`config.mk`:
```
export PLATFORM = sky130hd
export DESIGN_NAME = flit_output_arbiter
export DESIGN_NICKNAME = d
export VERILOG_FILES = /design/src/rtl/flit_output_arbiter_pkg.sv /design/src/rtl/rr_priority_picker.sv /design/src/rtl/flit_output_arbiter.sv
export SDC_FILE = /design/constraint.sdc
export NUM_CORES = 1
export LEC_CHECK = 0
export ABC_AREA = 1
export ABC_CLOCK_PERIOD_IN_PS = 2200
export CAP_MARGIN = 25
export CORE_AREA = 2 2 133 135
export DETAILED_ROUTE_END_ITERATION = 8
export DIE_AREA = 0 0 135 137
export PLACE_DENSITY_LB_ADDON = 0.08
export REMOVE_ABC_BUFFERS = 1
export SYNTH_ARGS = -nofsm -noshare
export SYNTH_HDL_FRONTEND = slang
export SYNTH_HIERARCHICAL = 1
export SYNTH_SLANG_ARGS = --single-unit
```
`constraint.sdc`:
```
create_clock -name clk -period 2.2 [get_ports clk]
set_clock_uncertainty 0.05 [all_clocks]
set_input_delay 0.33 -clock clk [delete_from_list [all_inputs] [get_ports clk]]
set_output_delay 0.33 -clock clk [all_outputs]
set_load 0.05 [all_outputs]
```
`src/rtl/flit_output_arbiter_pkg.sv`:
```
// Shared types and helpers for the flit output arbiter and related allocators.
package flit_output_arbiter_pkg;

   // Arbiter FSM: waiting for a request, or holding a grant for a packet.
   typedef enum logic {ARB_IDLE, ARB_LOCKED} arb_state_e;

   // Default watchdog limit for a stalled packet, in cycles.
   localparam int unsigned ARB_DEFAULT_TIMEOUT = 256;

   // Round-robin successor of a port index, wrapping at n.
   function automatic int unsigned rr_next(input int unsigned cur, input int unsigned n);
      return (cur + 1 >= n) ? 0 : cur + 1;
   endfunction

endpackage

```
`src/rtl/rr_priority_picker.sv`:
```
// Combinational round-robin picker: scans req starting at ptr and returns the
// first requesting index. Shared with the VC allocator.
module rr_priority_picker #(
   parameter int unsigned NUM_PORTS = 4,
   localparam int unsigned IDX_W = $clog2(NUM_PORTS)
) (
   input  logic [NUM_PORTS-1:0] req,
   input  logic [IDX_W-1:0]     ptr,
   output logic [IDX_W-1:0]     winner,
   output logic                 any_req
);

   logic [IDX_W-1:0] cand;

   // First hit in the rotated scan wins; later hits are ignored.
   always_comb begin
      winner  = '0;
      any_req = 1'b0;
      cand    = '0;
      for (int unsigned i = 0; i < NUM_PORTS; i++) begin
         cand = IDX_W'((32'(ptr) + i) % NUM_PORTS);
         if (!any_req && req[cand]) begin
            winner  = cand;
            any_req = 1'b1;
         end
      end
   end

endmodule

```
`src/rtl/flit_output_arbiter.sv`:
```
// Round-robin output-channel arbiter. Locks one input port for a whole packet
// (head through tail), forwards its flits over valid/ready, and force-releases
// the lock if the packet stalls for TIMEOUT_CYC cycles.
module flit_output_arbiter
   import flit_output_arbiter_pkg::*;
#(
   parameter int unsigned NUM_PORTS   = 4,
   parameter int unsigned FLIT_WIDTH  = 64,
   parameter int unsigned TIMEOUT_CYC = ARB_DEFAULT_TIMEOUT,
   localparam int unsigned IDX_W      = $clog2(NUM_PORTS)
) (
   input  logic                            clk,
   input  logic                            rst_n,
   input  logic [NUM_PORTS-1:0]            in_valid,
   input  logic [NUM_PORTS*FLIT_WIDTH-1:0] in_flit,
   input  logic [NUM_PORTS-1:0]            in_tail,
   output logic [NUM_PORTS-1:0]            in_ready,
   output logic                            out_valid,
   output logic [FLIT_WIDTH-1:0]           out_flit,
   output logic                            out_tail,
   input  logic                            out_ready,
   output logic [IDX_W-1:0]                grant_id,
   output logic                            busy,
   output logic                            timeout_err
);

   localparam int unsigned WD_W = $clog2(TIMEOUT_CYC);
   localparam logic [WD_W-1:0] WD_MAX = WD_W'(TIMEOUT_CYC - 1);

   arb_state_e       state_q, state_d;
   logic [IDX_W-1:0] grant_q, grant_d;
   logic [IDX_W-1:0] rr_ptr_q, rr_ptr_d;
   logic [WD_W-1:0]  wd_cnt_q, wd_cnt_d;
   logic             timeout_err_q, timeout_err_d;

   logic [IDX_W-1:0] pick_winner;
   logic             pick_any;
   logic             locked;
   logic             hs;
   logic [IDX_W-1:0] ptr_after_grant;

   rr_priority_picker #(
      .NUM_PORTS (NUM_PORTS)
   ) u_picker (
      .req     (in_valid),
      .ptr     (rr_ptr_q),
      .winner  (pick_winner),
      .any_req (pick_any)
   );

   assign locked          = (state_q == ARB_LOCKED);
   assign hs              = out_valid & out_ready;
   assign ptr_after_grant = IDX_W'(rr_next(32'(grant_q), NUM_PORTS));

   assign grant_id    = grant_q;
   assign busy        = locked;
   assign timeout_err = timeout_err_q;

   // Output mux: only the locked port reaches the channel and sees ready.
   always_comb begin
      out_valid = 1'b0;
      out_tail  = 1'b0;
      out_flit  = '0;
      in_ready  = '0;
      for (int unsigned i = 0; i < NUM_PORTS; i++) begin
         if (grant_q == IDX_W'(i)) begin
            out_flit = in_flit[i*FLIT_WIDTH +: FLIT_WIDTH];
            out_tail = in_tail[i];
         end
      end
      if (locked) begin
         out_valid          = in_valid[grant_q];
         in_ready[grant_q]  = out_ready;
      end
   end

   // Next-state: arbitration in IDLE, packet tracking and watchdog in LOCKED.
   always_comb begin
      state_d       = state_q;
      grant_d       = grant_q;
      rr_ptr_d      = rr_ptr_q;
      wd_cnt_d      = wd_cnt_q;
      timeout_err_d = 1'b0;
      unique case (state_q)
         ARB_IDLE: begin
            wd_cnt_d = '0;
            if (pick_any) begin
               grant_d = pick_winner;
               state_d = ARB_LOCKED;
            end
         end
         ARB_LOCKED: begin
            if (hs) begin
               // A transfer always beats the watchdog on the same cycle.
               wd_cnt_d = '0;
               if (out_tail) begin
                  state_d  = ARB_IDLE;
                  rr_ptr_d = ptr_after_grant;
               end
            end else if (wd_cnt_q == WD_MAX) begin
               timeout_err_d = 1'b1;
               state_d       = ARB_IDLE;
               rr_ptr_d      = ptr_after_grant;
               wd_cnt_d      = '0;
            end else begin
               wd_cnt_d = wd_cnt_q + 1'b1;
            end
         end
      endcase
   end

   // State registers.
   always_ff @(posedge clk or negedge rst_n) begin
      if (!rst_n) begin
         state_q       <= ARB_IDLE;
         grant_q       <= '0;
         rr_ptr_q      <= '0;
         wd_cnt_q      <= '0;
         timeout_err_q <= 1'b0;
      end else begin
         state_q       <= state_d;
         grant_q       <= grant_d;
         rr_ptr_q      <= rr_ptr_d;
         wd_cnt_q      <= wd_cnt_d;
         timeout_err_q <= timeout_err_d;
      end
   end

endmodule

```
==> metrics.md <==
| Metric | Value |
|---|---|
| Worst reg-to-reg path cell count | 13 |
| Sequential Power Share | 0.028 |
| H-tree depth | 1 |
| Layout Nets | 1,194 |
| Final Max Slew Viols | 0 |
| HP Class | in -> async |
| Share of Yosys cell area claimed by the top area cell type | 0.2858 |
| Core area | 17,060 µm² |
| RSZ-0062 raised after global routing | yes |
| Synthesized area | 3034 µm² |
| Routed length per instance | 19.24 µm |
| Post-layout min period | 2314 ps |
| Worst relative slew slack | 0.5524 |
| Flop-to-flop setup slack | 380 ps |
| Layout cells sized above 1 | 0.2714 |
| DRT Wirelength | 22.07 mm |
| Starting Density | 0.1779 |
| TritonCTS Sinks | 14 |
| Vias in the first global route | 5,029 |
| Area growth syn-to-layout | 173.2% |
| Clock slew at the register clock pins of the worst setup and hold paths | 50 ps |
| Clk pwr share | 0.026 |
| CTS Buf Count | 3 |
| First-pass GRT wire length | 30.86 mm |
| Main synth FF type | dfrtp_1 |
| Failing checks | setup timing |
| Slowest-stage cell, CP | dfrtp_1 |
| WP data required | 1820 ps |
| Final Util | 0.4860 |
| Logic gate share of total power | 0.945 |
| Total Routing Usage GR | 0.2164 |
| Most frequent cells in the layout | 270 x clkdlybuf4s50_1, 210 x nand2_1, 81 x o21ai_2 |
| Post-Synthesis Cells | 580 |
| Drt pass-1 iters | 5 |
| P_int | 6.774 mW |
| Worst path arrival time | 1930 ps |
| Synth area leader | nand2_1 |
| Worst path cell trace | inv_2 > ha_4 > inv_2 > nor2_4 > buf_6 > clkbuf_16 > nand2_1 > nand2_1 > o21ai_2 > o21ai_2 > buf_12 |
| # DRC | 0 |
| Unique cell type count in the Yosys netlist | 26 |
| Max Cap Viol | 0 |
| GP Congestion | 0.8410 |
| Critical path class | reg -> out |
| Worst-margin pin slew | 669.3 ps |
| Initial antenna violation count | 1 |
| Register area share after synthesis | 0.1155 |
| Seq cells post-synth | 14 |
| Worst-path fanout max | 12 |
| Post-route ant nets | 0 |
| Crit path launch type | flip-flop |
| Sw Share | 0.5436 |
| Clock latency on the worst-skew pair | 250 ps |
| CTS tree | done |
| DRT iter0 DRCs | 236 |
| Peak supply drop | 0.8218 mV |
| Largest stage delay, worst path | 400 ps |
| Vias per cell | 4.588 |
| Final period utilization | 1.052 |
| Pwr/cell area | 1791 nW/µm² |
| Ranking of synthesized cells by area | nand2_1 29%, o21ai_1 20%, dfrtp_1 12% |
| Total grt overflow | 0 |
| R2R Path End | rr_ptr_q[0]$_DFFE_PN0P_ |
| Post-DP HPWL | 16.10 mm |
| Row count | 48 |
| Outcome | finished with violations |
| Ys Warns | 6 |
| Leak pwr | 3.459 nW |
| I/O pin count | 341 |
| Hold_buf cts | 0 |
| Fin Setup TNS | -4233 ps |
| Fmax | 432.2 MHz |
| Root Buffer | clkbuf_16 |
| Port buffer count | 340 |
| Worst setup margin | -113.8 ps |
| Switch Pwr | 8.069 mW |
| Commonest non-fill, non-tap cell in the layout | clkdlybuf4s50_1 |
| Largest net degree at the start of global routing | 48 |
| DR vias | 5,262 |
| Final hold vios | 0 |
| Syn Area/Cell | 5.231 µm² |
| Die Area | 18,500 µm² |
| Die Wd | 135 µm |
| Share of synthesized registers carrying an async set or reset | 1.000 |
| Final Setup Violations | 65 |
| Die Ht | 137 µm |
| Setup crit end kind | primary output |
| EDFF count, synth | 0 |
| Clk buf depth | 2 |
| Worst r2r src | grant_id[0]$_DFFE_PN0P_ |
-- stage by stage --
| stage | cell area (µm²) | power [mW] | setup slack (ps) | hold slack (ps) | cells |
|---|---|---|---|---|---|
| finish | 8289 | 14.84 | -113.8 | 436.9 | 1147 |
| global route | 8289 | 15.57 | -219.9 | 469.8 | 1147 |
| CTS | 8000 | 14.40 | -144.4 | 443.5 | 1140 |
| detailed placement | 7506 | 13.09 | 63.27 | 434.0 | 1127 |
| global placement | 7506 | 13.11 | 102.3 | 421.6 | 1127 |
| floorplan | 2798 | 6.658 | -2580 | -15.59 | 538 |
-- worst max-delay path by stage --
stage	cells past startpoint	endpoint	from	slack [ps]
2_1_floorplan	2	out_flit[0]	grant_id[0]$_DFFE_PN0P_	-2580
3_3_place_gp	10	out_flit[40]	grant_id[0]$_DFFE_PN0P_	100
3_5_place_dp	10	out_flit[40]	grant_id[1]$_DFFE_PN0P_	60
4_1_cts	10	out_flit[63]	grant_id[0]$_DFFE_PN0P_	-140
5_1_grt	11	out_flit[34]	grant_id[0]$_DFFE_PN0P_	-220
6_report	11	out_flit[34]	grant_id[0]$_DFFE_PN0P_	-110
-- cell usage after synthesis (5+ instances only) --
master / count
a21oi_1: 68
buf_2: 15
buf_6: 7
clkbuf_1: 18
dfrtp_1: 14
ha_1: 5
inv_1: 18
nand2_1: 231
nand2_2: 12
nand3_1: 13
nand3_2: 5
nor2_1: 9
nor3_1: 11
o21ai_0: 7
o21ai_1: 122
-- flip-flops by register name (all words and copies together) (netlist names) --
register     flops
wd_cnt_q         8
rr_ptr_q         2
timeout_err      1
busy             1
grant_id         2
-- critical path: cells and delay by family, from the launching register on --
kind | cells | cell delay (ps)
buffers and inverters | 5 | 640
DFF | 1 | 400
and+or+nand+nor | 3 | 280
AOI/OAI and AO/OA | 2 | 230
adders and majority gates | 1 | 130
-- area by class of cell --
cell class	instances	area, µm²
diodes	1	2.502
clock buffers	4	88.84
fillers	1670	8767
inverters	22	87.58
multi-input cells	502	2766
flip-flops and latches	14	350.3
well taps	225	281.5
repair buffers	379	4712
-- repair_timing --
item	4_1_cts	5_1_grt
cloned	4	5
pin swaps	1	25
resized for setup	72	54
buffers inserted	5	1
endpoints found under the setup margin	66	67
-- logic make-up (layout without fill, tap and decap cells) --
group,after synthesis,after routing,synth area share
buf+inv,64,405,0.1051
xor+xnor,6,6,0.01732
flops,14,14,0.1155
other cells,0,1,0
fa+ha+maj,5,5,0.02062
simple gates,293,293,0.4136
compound gates,198,198,0.3278
-- metal layers --
| layer | share of wire | routed length (µm) | vias up | GRT usage |
|---|---|---|---|---|
| met5 | 0 | 0 | - | 0 |
| met4 | 0.020 | 451 | 0 | 0.03993 |
| met3 | 0.074 | 1626 | 25 | 0.05296 |
| met2 | 0.51 | 11280 | 177 | 0.4083 |
| met1 | 0.39 | 8710 | 2426 | 0.2484 |
| li1 | - | - | 2634 | - |
-- power by group through the flow --
stage / combinational, mW / sequential (mW) / clock [mW]
after floorplan: 6.13 / 0.527 / 0
after global placement: 12.7 / 0.418 / 0
after detailed placement: 12.7 / 0.421 / 0
after CTS: 13.6 / 0.419 / 0.390
after global routing: 14.7 / 0.433 / 0.405
final: 14.0 / 0.419 / 0.391
Power figures use the tool's default switching activity.
